===== src/rtl/d_e_pipe_reg.sv =====
// Decode-to-Execute pipeline register with a W-stage write bypass, a Tnew countdown,
// hold (E stall) and flush (bubble) handling.
module d_e_pipe_reg #(
    parameter logic [31:0] RESET_PC         = 32'h0000_3000,
    parameter int          KEEP_PC_ON_FLUSH = 1
) (
    input  logic        clk,
    input  logic        reset,
    input  logic        en,
    input  logic        flush,
    input  logic [31:0] D_pc,
    input  logic [31:0] D_instr,
    input  logic [4:0]  D_rs_addr,
    input  logic [4:0]  D_rt_addr,
    input  logic [31:0] D_rs_data,
    input  logic [31:0] D_rt_data,
    input  logic [31:0] D_imm,
    input  logic [4:0]  D_wr_addr,
    input  logic        D_wr_en,
    input  logic [1:0]  D_tnew,
    input  logic        W_we,
    input  logic [4:0]  W_addr,
    input  logic [31:0] W_wd,
    output logic [31:0] E_pc,
    output logic [31:0] E_instr,
    output logic [4:0]  E_rs_addr,
    output logic [4:0]  E_rt_addr,
    output logic [31:0] E_rs_data,
    output logic [31:0] E_rt_data,
    output logic [31:0] E_imm,
    output logic [4:0]  E_wr_addr,
    output logic        E_wr_en,
    output logic [1:0]  E_tnew,
    output logic        E_valid
);

    logic w_live;
    logic rs_bypass, rt_bypass;
    logic rs_refresh, rt_refresh;
    logic wr_live;
    logic [1:0] tnew_next;

    // $0 is hardwired, so a write to it must never be forwarded.
    assign w_live     = W_we && (W_addr != 5'd0);
    assign rs_bypass  = w_live && (W_addr == D_rs_addr);
    assign rt_bypass  = w_live && (W_addr == D_rt_addr);
    assign rs_refresh = E_valid && w_live && (W_addr == E_rs_addr);
    assign rt_refresh = E_valid && w_live && (W_addr == E_rt_addr);
    assign wr_live    = D_wr_en && (D_wr_addr != 5'd0);
    assign tnew_next  = (D_tnew != 2'd0) ? (D_tnew - 2'd1) : 2'd0;

    always_ff @(posedge clk) begin
        if (reset) begin
            E_pc      <= RESET_PC;
            E_instr   <= '0;
            E_rs_addr <= '0;
            E_rt_addr <= '0;
            E_rs_data <= '0;
            E_rt_data <= '0;
            E_imm     <= '0;
            E_wr_addr <= '0;
            E_wr_en   <= 1'b0;
            E_tnew    <= '0;
            E_valid   <= 1'b0;
        end else if (flush) begin
            E_pc      <= (KEEP_PC_ON_FLUSH != 0) ? D_pc : RESET_PC;
            E_instr   <= '0;
            E_rs_addr <= '0;
            E_rt_addr <= '0;
            E_rs_data <= '0;
            E_rt_data <= '0;
            E_imm     <= '0;
            E_wr_addr <= '0;
            E_wr_en   <= 1'b0;
            E_tnew    <= '0;
            E_valid   <= 1'b0;
        end else if (en) begin
            E_pc      <= D_pc;
            E_instr   <= D_instr;
            E_rs_addr <= D_rs_addr;
            E_rt_addr <= D_rt_addr;
            E_rs_data <= rs_bypass ? W_wd : D_rs_data;
            E_rt_data <= rt_bypass ? W_wd : D_rt_data;
            E_imm     <= D_imm;
            E_wr_addr <= wr_live ? D_wr_addr : 5'd0;
            E_wr_en   <= wr_live;
            E_tnew    <= tnew_next;
            E_valid   <= 1'b1;
        end else begin
            // Stalled: the W writer is older than the held instruction, so its result must land here.
            if (rs_refresh) E_rs_data <= W_wd;
            if (rt_refresh) E_rt_data <= W_wd;
        end
    end

endmodule


===== config.mk =====
export PLATFORM = sky130hd
export DESIGN_NAME = d_e_pipe_reg
export DESIGN_NICKNAME = d
export VERILOG_FILES = /design/src/rtl/d_e_pipe_reg.sv
export SDC_FILE = /design/constraint.sdc
export NUM_CORES = 1
export LEC_CHECK = 0
export CORE_AREA = 2 2 155 157
export DETAILED_ROUTE_END_ITERATION = 6
export DIE_AREA = 0 0 157 159
export GPL_TIMING_DRIVEN = 0
export HOLD_SLACK_MARGIN = 0.05
export PLACE_DENSITY = 0.66
export SLEW_MARGIN = 5
export SYNTH_ARGS = -nofsm -noshare
export SYNTH_HDL_FRONTEND = slang
export SYNTH_SLANG_ARGS = --single-unit

===== constraint.sdc =====
create_clock -name clk -period 5.67 [get_ports clk]
set_input_delay 1.134 -clock clk [delete_from_list [all_inputs] [get_ports clk]]
set_output_delay 1.134 -clock clk [all_outputs]
set_load 0.005 [all_outputs]

==> results of run 1 <==
-- registers in the layout, indices dropped and copies added, names as in the netlist --
name	count
E_tnew	2
E_imm	32
E_rs_addr	5
E_valid	1
E_rt_data	32
E_rt_addr	5
E_instr	32
E_pc	32
E_wr_en	1
E_wr_addr	5
E_rs_data	32
-- placed cells by master, fill, tap and decap left out, drive strengths merged --
cell type | synthesis | layout
a21oi | 125 | 125
a22oi | 9 | 9
a41o | 2 | 2
a41oi | 2 | 2
buf | 20 | 20
bufinv | 0 | 2
clkbuf | 43 | 61
clkdlybuf4s50 | 0 | 391
clkinv | 1 | 5
clkinvlp | 0 | 1
dfxtp | 179 | 179
inv | 0 | 7
mux2i | 106 | 106
nand2 | 96 | 96
nand3 | 16 | 16
nand3b | 2 | 2
nor2 | 82 | 82
nor3 | 3 | 3
o211ai | 1 | 1
o21a | 1 | 1
o21ai | 56 | 56
o31a | 1 | 1
o31ai | 1 | 1
or2 | 2 | 2
or4 | 2 | 2
xnor2 | 7 | 7
xor2 | 13 | 13
-- worst reg2reg max path, cell delays in order, from the launching register on --
cell,delay (ns)
dfxtp_1,0.33
xor2_1,0.16
nor3_1,0.34
a41o_1,0.42
clkbuf_1,0.50
nand3_1,0.17
a21oi_1,0.16
-- final cells by class --
cell class                 instances  area share [%]
timing repair buffer             391            32.7
sequential                       179            30.0
multi-input combinational        527            26.1
clock buffer                      18            3.67
tap                              319            3.34
buffer                            63            2.58
clock inverter                    14            1.56
inverter                           1          0.0314
-- layer usage --
metal  part of all wire (%)  routed length [um]
met5                      0                   0
met4                    1.8                 473
met3                    7.9                2100
met2                     49               13000
met1                     42               11200
-- power by group --
group          internal [mW]  total, mW  switching (mW)
clock                  0.687       1.26           0.571
combinational          0.301      0.507           0.206
sequential              1.31       1.34          0.0282
-- path summary, 6_finish.rpt --
kind | start | to | slack [ns] | cells past startpoint
hold reg to reg | E_pc[19] | E_pc[19] | 0.46 | 2
setup / recovery | D_rt_addr[3] | E_rt_data[15] | 2.41 | 7
setup reg to reg | E_rt_addr[3] | E_rt_data[15] | 3.52 | 6
hold / removal | E_pc[19] | E_pc[19] | 0.46 | 2
-- per-stage QoR --
step / instance area, sq um / setup slack [ns] / util (%)
after floorplan: 7020 / 2.80 / -
after global placement: 11300 / 2.09 / 48.9
after detailed placement: 11300 / 1.95 / 48.9
after CTS: 12000 / 2.39 / 51.6
after global routing: 12000 / 2.22 / 51.6
final: 12000 / 2.41 / 51.6
-- logic make-up after synthesis --
| family | count (synthesis) | synth area share (%) |
|---|---|---|
| mux | 106 | 15.1 |
| compound gates | 198 | 15.3 |
| simple gates | 203 | 11.5 |
| flops | 179 | 51.1 |
| xor+xnor | 20 | 2.50 |
| buf+inv | 64 | 4.46 |
==> results.toml, run 1 <==
[placement]
dp.final_hpwl_mm = 20.7
port_buffers = 391
place_congestion = 0.791
dp.cells = 1480

[finish]
multiInputGateArea_sq_mm = 0.00312
fillers = 2193
syn_to_final_growth_pct = 70.4
fin_cells = 1512
antenna_cells = 0
finalNetCount = 1400
ff_latch_area_sq_mm = 0.00358
drive_gt1_share_pct = 4.61

[die]
fp.dieArea_sq_mm = 0.0250
rows = 56
io_pins = 399
die_h_um = 159
core-area_sq_mm = 0.0232
die_w_um = 157
initial_core_util_pct = 30.3

[clocking]
cts_setup_buffers = 0
numCtsBuffers = 17
clock-sinks = 179
clk_pin_slew_ns = 0.07
tritoncts = "built"
postCtsResizedCells = 0
clkLatencyLatePin_ns = 0.41
cts_buffer_depth = 2
cts_root_buf = "clkbuf_16"
cts_hold_buf = 0
htree_levels = 4

[global_routing]
grt_pass1_vias = 6919
grt_pass1_wl_mm = 40.2
grt_start_max_net_pins = 19
gr-usage-met3_pct = 6.40
antenna_found_initial = 0
grt-busiest-layer = "met2"
grt_overflow = 0
grtUsageMet1_pct = 25.2
use_met2_pct = 35.7
grtUsageTotal_pct = 20.8

[sta]
drv_slew = 0
finalCritPeriodShare_pct = 57.5
fin_crit_ns = 3.26
finalHoldWorstSlack_ns = 0.456
hold_viol = 0
grt_setup_unrepaired = "false"
max_freq_mhz = 307
tns_ns = 0
fin_worst_skew_ns = 0.0103
worstMarginPinSlew_ns = 1.03
setup_viol_count_final = 0
slew-limit-headroom_pct = 30.8

[critical_path]
crit_slowest_cell = "o31ai_1"
critPathKind = "primary input to flip-flop"
path_common_cell = "nand3_1"
cp_top_family = "buffers and inverters"
crit_required_ns = 6.01
cp-end-kind = "flip-flop"
critPathMaxFanout = 10
crit_buf_inv = 2
cpPeakStageDelay_ns = 0.84
arrival_ns = 3.60
crit_path_start_kind = "primary input"
crit_path_cell_trace = "clkdlybuf4s50_1 > xnor2_1 > nand3_1 > o31ai_1 > clkbuf_1 > nand3_1 > a21oi_1"

[pwr]
p_per_area_mw_per_mm2 = 260
power_mw = 3.10
peakVddDrop_uv = 215
p_leak_nw = 4.69

[route]
post_drt_wl_per_cell_um = 17.6
drc_errors = 0
ant_nets = 0
vias = 6907
firstDrtPassIters = 4
drt_wl_total_mm = 26.7
viasPerCell = 4.57
drt_iter0_markers = 302

[synth]
netlist_area_sq_mm = 0.00702
yosysMostFrequentCell = "dfxtp_1"
yosysSeqAreaShare_pct = 51.1
synthCells = 770
syn_avg_cell_area_sq_um = 9.11
ys_types = 29
async_flop_share_pct = 0
synth_top_area_share_pct = 51.1
synth_top_cell_by_area = "dfxtp_1"
yosys-top-cells-count = "179 x dfxtp_1, 125 x a21oi_1, 106 x mux2i_1"
synth.net_count = 990
ys_top_cells_by_area = "dfxtp_1 51%, mux2i_1 15%, a21oi_1 8.9%, nand2_1 5.1%, nor2_1 4.4%"
ys_warn_count = 0
synth_flop_cell = "dfxtp_1"
synth_seq_cells = 179
synth-edff-count = 0

[outcome]
status = "complete, no violations"

[hold_path]
min-delay-path-class = "flip-flop to flip-flop"

[flow_run]
cap_violations = 0
Power figures use the tool's default switching activity.
==> run 2, diff against run 1 <==
Settings changed: CORE_AREA 2 2 155 157 to 2 2 154 156, DIE_AREA 0 0 157 159 to 0 0 156 158, PLACE_DENSITY 0.66 to 0.69.
Clock period 5.67 ns to 2.7 ns, I/O delays scaled along.
==> run 2 against run 1 <==
Against the previous run:
- cell area decreased by 0.63%
- flip-flop and latch count unchanged
- global-route usage grew 0.28 points
- largest power group unchanged
==> results.toml, run 2 (same netlist as run 1, synthesis figures left out) <==
[outcome]
status = "complete, no violations"

[pwr]
peakVddDrop_uv = 342
p_per_area_mw_per_mm2 = 537
p_sw_mw = 1.68
p_sw_share_pct = 26.4
p_leak_nw = 4.67
p_int_mw = 4.70
p_comb_share_pct = 16.6
pwr-share-seq_pct = 44.1
p_clk_share_pct = 39.3

[clocking]
cts_root_buf = "clkbuf_16"
clock-sinks = 179
cts_hold_buf = 0
tritoncts = "built"
numCtsBuffers = 17
htree_levels = 4
clk_pin_slew_ns = 0.07
postCtsResizedCells = 0
cts_setup_buffers = 0
clkLatencyLatePin_ns = 0.43
cts_buffer_depth = 2

[placement]
dp.final_hpwl_mm = 20.5
port_buffers = 391
dpl-instance-area_sq_mm = 0.0113
place_congestion = 0.823

[global_routing]
grt_pass1_vias = 6873
gr-usage-met3_pct = 6.05
grt_pass1_wl_mm = 39.7
grtUsageTotal_pct = 21.1
grt_overflow = 0
grt-busiest-layer = "met2"
grtUsageMet1_pct = 25.1
antenna_found_initial = 1
use_met2_pct = 36.9
grt_start_max_net_pins = 19

[sta]
drv_slew = 0
finalCritPeriodShare_pct = 93.1
slew-limit-headroom_pct = 41.0
fin_worst_skew_ns = 0.0126
tns_ns = 0
setup_viol_count_final = 0
max_freq_mhz = 398
fin_crit_ns = 2.51
worstMarginPinSlew_ns = 0.877
hold_viol = 0
grt_setup_unrepaired = "false"

[critical_path]
arrival_ns = 2.86
cp-end-kind = "flip-flop"
critPathKind = "primary input to flip-flop"
crit_path_start_kind = "primary input"
critPathMaxFanout = 10
crit_required_ns = 3.04

[route]
vias = 6991
drt_wl_total_mm = 26.7
drc_errors = 0
post_drt_wl_per_cell_um = 18.0
viasPerCell = 4.71
ant_nets = 0
drt_iter0_markers = 355
firstDrtPassIters = 4

[finish]
layout_commonest_cell = "clkdlybuf4s50_1"
final_area_sq_mm = 0.0119
final_cell_mix = "391 x clkdlybuf4s50_1, 179 x dfxtp_1, 125 x a21oi_1, 106 x mux2i_1, 96 x nand2_1"
final_util_pct = 51.5
finalNetCount = 1400
ff_latch_area_sq_mm = 0.00358
fillers = 2160
multiInputGateArea_sq_mm = 0.00312
drive_gt1_share_pct = 4.61
syn_to_final_growth_pct = 69.3

[die]
die_w_um = 156
fp.dieArea_sq_mm = 0.0246
initial_core_util_pct = 30.4
die_h_um = 158
io_pins = 399
rows = 56
core-area_sq_mm = 0.0231

[hold_path]
min-delay-path-class = "flip-flop to flip-flop"

[flow_run]
cap_violations = 0
## run 2: changes by cell type in the layout (fill, tap and decap cells not counted), sizes merged
cell,delta
clkbuf,-1
inv,+3
diode,+1
clkinv,-1
bufinv,-1
## run 2: metal layers
layer	vias up	wire length [um]
met5	-	0
li1	3464	-
met1	3243	11100
met3	27	2000
met4	0	467
met2	257	13200
## run 2: area by class of cell
type | instances | share of cell area (%)
inverter | 1 | 0.0316
clock inverter | 15 | 1.34
clock buffer | 17 | 3.58
antenna | 1 | 0.0211
tap | 290 | 3.05
buffer | 63 | 2.60
timing repair buffer | 391 | 32.9
multi-input combinational | 527 | 26.3
sequential | 179 | 30.2
## run 2: worst max-delay path, stage by stage
cell and delay [ns]:
clkdlybuf4s50_1 0.50, xnor2_1 0.13, nand3_1 0.14, o31ai_1 0.74, clkbuf_1 0.48, nand3_1 0.15
a21oi_1 0.17
## run 2: path summary, 6_finish.rpt
check,cells past startpoint,slack [ns],startpoint,endpoint
hold reg to reg,2,0.45,E_pc[11],E_pc[11]
setup reg to reg,6,0.61,E_rt_addr[4],E_rt_data[4]
hold / removal,2,0.45,E_pc[11],E_pc[11]
setup / recovery,7,0.19,D_rt_addr[1],E_rt_data[4]
## run 2: through the flow
step                power [mW]  cells  hold WS [ns]  setup WS [ns]
finish                    6.38   1484         0.451          0.188
global placement          3.93   1451         0.437         -0.211
global route              6.67   1483         0.474         0.0159
floorplan                 3.26    770         0.448          0.429
CTS                       6.46   1483         0.453          0.147
detailed placement        3.94   1451         0.442         -0.306
## run 2: power by group through the flow
| stage | Clock [mW] | Combinational [mW] | Sequential [mW] |
|---|---|---|---|
| after floorplan | 0 | 0.382 | 2.88 |
| after global placement | 0 | 1.06 | 2.87 |
| after detailed placement | 0 | 1.06 | 2.87 |
| after CTS | 2.58 | 1.07 | 2.81 |
| after global routing | 2.69 | 1.15 | 2.83 |
| final | 2.51 | 1.06 | 2.81 |
